### src/rtl/lemming_pkg.sv
// Shared sizes and types for the lemming world slice.
// LEMMING_WORLD_WRAP_EN (when defined) turns the column range into a ring.
package lemming_pkg;

  localparam int unsigned NCOLS   = 16;
  localparam int unsigned DEPTH_W = 3;

  typedef logic [3:0]         col_t;
  typedef logic [DEPTH_W-1:0] depth_t;
  typedef logic [3:0]         cnt_t;

  localparam depth_t BEDROCK = 3'd7;

  // Which single update the next clock edge applies.
  typedef enum logic [2:0] {
    ACT_NONE,
    ACT_SNAP,
    ACT_LEFT,
    ACT_RIGHT,
    ACT_FALL,
    ACT_DIG
  } act_t;

endpackage

### src/rtl/lemming_terrain.sv
// 16-entry floor-depth register file: one write port (load beats dig),
// three read ports around the lemming column.
module lemming_terrain
  import lemming_pkg::*;
(
  input  logic   clk,
  input  logic   areset,
  input  logic   i_load_en,
  input  col_t   i_load_col,
  input  depth_t i_load_depth,
  input  logic   i_dig_en,
  input  col_t   i_x,
  output depth_t o_d_left,
  output depth_t o_d_here,
  output depth_t o_d_right
);

  depth_t r_d [NCOLS];
  col_t   w_xl;
  col_t   w_xr;

  // Neighbour indices wrap mod 16; the top level masks the edges when bounded.
  assign w_xl = i_x - 4'd1;
  assign w_xr = i_x + 4'd1;

  assign o_d_left  = r_d[w_xl];
  assign o_d_here  = r_d[i_x];
  assign o_d_right = r_d[w_xr];

  always_ff @(posedge clk or posedge areset) begin
    if (areset) begin
      for (int unsigned i = 0; i < NCOLS; i++) begin
        r_d[i] <= '0;
      end
    end else if (i_load_en) begin
      r_d[i_load_col] <= i_load_depth;
    end else if (i_dig_en) begin
      r_d[i_x] <= r_d[i_x] + 3'd1;
    end
  end

endmodule

### src/rtl/lemming_world.sv
// Lemming world: terrain, position, fall and dig progress around a lemming FSM.
// Build option: LEMMING_WORLD_WRAP_EN makes columns 0 and 15 adjacent.
module lemming_world
  import lemming_pkg::*;
#(
  parameter int unsigned DIG_CYCLES = 4,
  parameter int unsigned FALL_DIV   = 4
) (
  input  logic       clk,
  input  logic       areset,
  input  logic       walk_left,
  input  logic       walk_right,
  input  logic       aaah,
  input  logic       digging,
  input  logic       load_en,
  input  logic [3:0] load_col,
  input  logic [2:0] load_depth,
  output logic       ground,
  output logic       bump_left,
  output logic       bump_right,
  output logic [3:0] pos_x,
  output logic [2:0] pos_y
);

  localparam cnt_t FALL_LAST = cnt_t'(FALL_DIV - 1);
  localparam cnt_t DIG_LAST  = cnt_t'(DIG_CYCLES - 1);

  col_t   r_x;
  depth_t r_y;
  cnt_t   r_fall_cnt;
  cnt_t   r_dig_cnt;

  depth_t w_d_left;
  depth_t w_d_here;
  depth_t w_d_right;
  logic   w_ground;
  logic   w_bump_l;
  logic   w_bump_r;
  logic   w_dig_done;
  act_t   w_act;

  lemming_terrain u_terrain (
    .clk          (clk),
    .areset       (areset),
    .i_load_en    (load_en),
    .i_load_col   (load_col),
    .i_load_depth (load_depth),
    .i_dig_en     (w_dig_done),
    .i_x          (r_x),
    .o_d_left     (w_d_left),
    .o_d_here     (w_d_here),
    .o_d_right    (w_d_right)
  );

  assign w_ground = (r_y >= w_d_here);

`ifdef LEMMING_WORLD_WRAP_EN
  assign w_bump_l = (w_d_left < r_y);
  assign w_bump_r = (w_d_right < r_y);
`else
  assign w_bump_l = (r_x == 4'd0)  || (w_d_left < r_y);
  assign w_bump_r = (r_x == 4'd15) || (w_d_right < r_y);
`endif

  // Snap and motion need ground, falling needs its absence, so priority
  // only matters between snap, motion and dig.
  always_comb begin
    w_act = ACT_NONE;
    if (w_d_here < r_y) begin
      w_act = ACT_SNAP;
    end else if (walk_left && !walk_right && w_ground && !w_bump_l) begin
      w_act = ACT_LEFT;
    end else if (walk_right && !walk_left && w_ground && !w_bump_r) begin
      w_act = ACT_RIGHT;
    end else if (aaah && !w_ground) begin
      w_act = ACT_FALL;
    end else if (digging && w_ground && (w_d_here < BEDROCK)) begin
      w_act = ACT_DIG;
    end
  end

  assign w_dig_done = (w_act == ACT_DIG) && (r_dig_cnt == DIG_LAST);

  always_ff @(posedge clk or posedge areset) begin
    if (areset) begin
      r_x        <= '0;
      r_y        <= '0;
      r_fall_cnt <= '0;
      r_dig_cnt  <= '0;
    end else begin
      r_fall_cnt <= '0;
      r_dig_cnt  <= '0;
      case (w_act)
        ACT_SNAP:  r_y <= w_d_here;
        ACT_LEFT:  r_x <= r_x - 4'd1;
        ACT_RIGHT: r_x <= r_x + 4'd1;
        ACT_FALL: begin
          if (r_fall_cnt == FALL_LAST) begin
            r_y <= r_y + 3'd1;
          end else begin
            r_fall_cnt <= r_fall_cnt + 4'd1;
          end
        end
        ACT_DIG: begin
          if (r_dig_cnt != DIG_LAST) begin
            r_dig_cnt <= r_dig_cnt + 4'd1;
          end
        end
        default: ;
      endcase
    end
  end

  assign ground     = w_ground;
  assign bump_left  = w_bump_l;
  assign bump_right = w_bump_r;
  assign pos_x      = r_x;
  assign pos_y      = r_y;

endmodule

### config.mk
export PLATFORM = sky130hd
export DESIGN_NAME = lemming_world
export DESIGN_NICKNAME = d
export VERILOG_FILES = /design/src/rtl/lemming_pkg.sv /design/src/rtl/lemming_terrain.sv /design/src/rtl/lemming_world.sv
export SDC_FILE = /design/constraint.sdc
export NUM_CORES = 1
export LEC_CHECK = 0
export ABC_AREA = 0
export BUFFER_PORTS_ARGS = -buffer_cell sky130_fd_sc_hd__clkbuf_2
export CAP_MARGIN = 0
export CORE_MARGIN = 2
export CORE_UTILIZATION = 44
export DETAILED_ROUTE_END_ITERATION = 16
export PLACE_DENSITY = 0.63
export SLEW_MARGIN = 30
export SYNTH_ARGS = -nofsm -noshare
export SYNTH_HDL_FRONTEND = slang
export SYNTH_SLANG_ARGS = --single-unit
### constraint.sdc
create_clock -name clk -period 13.5 [get_ports clk]
set_input_delay 2.025 -clock clk [delete_from_list [all_inputs] [get_ports clk]]
set_output_delay 2.025 -clock clk [all_outputs]
set_load 0.05 [all_outputs]
==> metrics.yaml <==
logic_synthesis:
  ys.flop_type: "dfrtp_1"
  synth_nets: 540
  synth.cell_area_mm2: 0.00500
  synth_cells: 510
  yosysSeqAreaShare_pct: 31.5
  yosys_warnings: 0
  ys_seq_elements: 63
  avgSynthCellArea_um2: 9.80
  synth_enable_flop_cells: 0
  async_flop_share_pct: 100
  post_synth_num_cell_types: 62
critical_path:
  crit_fanout: 45
  cpPeakStageDelay_ns: 0.65
  crit_type: "reg -> out"
  rr_worst_depth: 14
  slowest_stage: "ha_1"
  start_kind: "flop"
  r2r_slack_ns: 7.49
  crit_chain: "buf_4, inv_1, ha_1, buf_4, mux4_2, mux4_2, ha_1, nand2_1, nor4_1, nor3_1, clkbuf_2"
  cp-end-kind: "primary output"
  required_ns: 11.48
  crit_end: "bump_right"
  rr_endpoint: "u_terrain.r_d[44]"
  startpoint: "pos_x[0]"
  r2r-start: "pos_x[0]"
  cp.arrival_ns: 4.68
run:
  drv_cap: 0
timing:
  finalCritPeriodShare_pct: 49.7
  worst_slew_pin_slew_ns: 0.955
  rsz0062_at_grt: "false"
  finalSetupTns_ns: 0
  maxSlewHeadroom_pct: 36.2
  hold_viol_final: 0
  finalCriticalPeriod_ns: 6.71
  setup_viol: 0
  skew_ns: 0.00652
  slew_violations: 0
  fmax_mhz: 149
drt:
  wl_per_cell_um: 24.2
  routed_wl_um: 16000
  drc_errors: 0
  drtAntennaViolNets: 0
  drt-initial-drc-count: 471
  num_vias: 4558
  dr.pass1.iters: 5
  via_per_inst: 6.90
cells_and_area:
  area_growth_pct: 10.1
  drive_gt1_share_pct: 20.9
  multi_input_area_mm2: 0.00320
  seqCellArea_mm2: 0.00158
  nFillCells: 1011
  antenna_cells: 0
  nets: 546
  utilization_pct: 50.1
placement:
  hpwlAfterDp_um: 11600
  place.gp.congestion: 0.918
  portBuffers: 23
hold_path:
  min_delay_path_depth: 1
  hold_path.class: "reg -> reg"
clock_network:
  cts_sinks: 63
  cts_buffer_depth: 2
  path_clk_slew_ns: 0.05
  holdBufCountCts: 0
  post-cts-setup-buffer-count: 0
  cts_made_buffers: 9
  htreeDepth: 3
  cts_tree: "done"
  cts-root-buf: "clkbuf_16"
  ctsResizeCount: 0
  insertion_delay_ns: 0.34
floorplanning:
  coreArea_mm2: 0.0110
  die_w_um: 111
  row_count: 38
  die_y_um: 111
  start_util_pct: 45.5
  io_pins: 24
  die_area_mm2: 0.0122
global_routing:
  grt_overflow: 0
  first_global_vias: 4533
  grt.total_usage_pct: 26.9
  antenna_found_initial: 0
  grt_pass1_wl_um: 25800
  grt_max_degree: 64
status:
  status: "complete, no violations"
## metal layers
metal | share of wire (%) | track usage, % | up-vias | wire (um)
li1 | - | - | 1988 | -
met1 | 43 | 38.5 | 2251 | 6790
met4 | 3.1 | 9.75 | 0 | 497
met2 | 45 | 40.4 | 272 | 7160
met3 | 9.5 | 5.65 | 47 | 1520
met5 | 0 | 0 | - | 0
## flip-flops by register name (all words and copies together) (netlist names)
signal and cells:
pos_x 4, pos_y 3, r_dig_cnt 4, r_fall_cnt 4, u_terrain.r_d 48
## cells in the mapped netlist, types with 5 or more instances
cell      instances  area, um2
a211oi_1          8       60.1
a21oi_1          27        135
a221oi_1          7       61.3
a22oi_1           5       37.5
a31oi_1          12       75.1
and2_1            8       50.1
and3_1            6       37.5
clkbuf_1         26       97.6
dfrtp_1          63       1580
ha_1             16        200
inv_1            18       67.6
mux2_2           16        180
mux2i_1           7       70.1
mux4_2           37        833
nand2_1          42        158
nand2b_1          5       31.3
nand3_1          28        140
nand4_1           6       37.5
nor2_1           38        143
nor2b_1          14       87.6
nor3_1           11       55.1
o21ai_0          11       55.1
o22ai_1          12       75.1
o31ai_1           9       67.6
xor2_1            7       61.3
## critical path: cells and delay by family, from the launching register on
family        cells  cell delay (ns)
flops             1             0.33
simple gates      3             0.62
mux               2             1.06
fa+ha+maj         2             0.96
buf+inv           4             1.36
## cells in the final DEF, fill, tap and decap left out, drive strengths merged, types with 4 or more instances in the layout
| master | instances |
|---|---|
| a221o | 4 |
| o21ai | 11 |
| nor2b | 14 |
| o41ai | 4 |
| nor3 | 11 |
| mux2i | 7 |
| or4 | 4 |
| and3 | 6 |
| buf | 7 |
| dfrtp | 63 |
| nand2b | 5 |
| a221oi | 7 |
| nand3 | 28 |
| and2 | 8 |
| a22oi | 5 |
| mux2 | 16 |
| or3 | 4 |
| xor2 | 7 |
| o22ai | 12 |
| nand4 | 6 |
| inv | 18 |
| nor2 | 38 |
| a31oi | 12 |
| a211oi | 8 |
| ha | 16 |
| nand2 | 42 |
| mux4 | 37 |
| o31ai | 9 |
| a21oi | 27 |
| nor3b | 4 |
| clkbuf | 37 |
## metrics by stage
step,instance area [um2],hold WS (ns),cells,setup slack (ns)
final,5500,0.468,661,6.79
after global routing,5500,0.491,661,6.47
after CTS,5500,0.471,661,6.80
after detailed placement,5190,0.463,645,7.19
after global placement,5190,0.455,645,7.29
after floorplan,5000,0.439,510,5.57
## worst min-delay path by stage
stage | from | end | slack [ns]
detailed placement | r_dig_cnt[0] | r_dig_cnt[0] | 0.46
global placement | r_dig_cnt[0] | r_dig_cnt[0] | 0.46
finish | r_dig_cnt[0] | r_dig_cnt[0] | 0.47
floorplan | r_dig_cnt[0] | r_dig_cnt[0] | 0.44
global route | r_fall_cnt[0] | r_fall_cnt[0] | 0.49
CTS | r_dig_cnt[0] | r_dig_cnt[0] | 0.47
## cell type report
class,instances,share of cell area [%]
clock buffer,14,4.98
multi-input combinational,392,58.1
clock inverter,2,0.682
inverter,20,1.36
timing repair buffer,30,3.05
tap,140,3.18
sequential,63,28.7
## logic make-up after synthesis
| kind of cell | synth area share [%] |
|---|---|
| fa+ha+maj | 4.01 |
| xor+xnor | 1.75 |
| buf+inv | 4.58 |
| flops | 31.5 |
| compound gates | 17.0 |
| mux | 21.7 |
| simple gates | 19.4 |
Power is not shown: default switching activity piles up to over one toggle a cycle in this logic, so the estimate is an artifact.
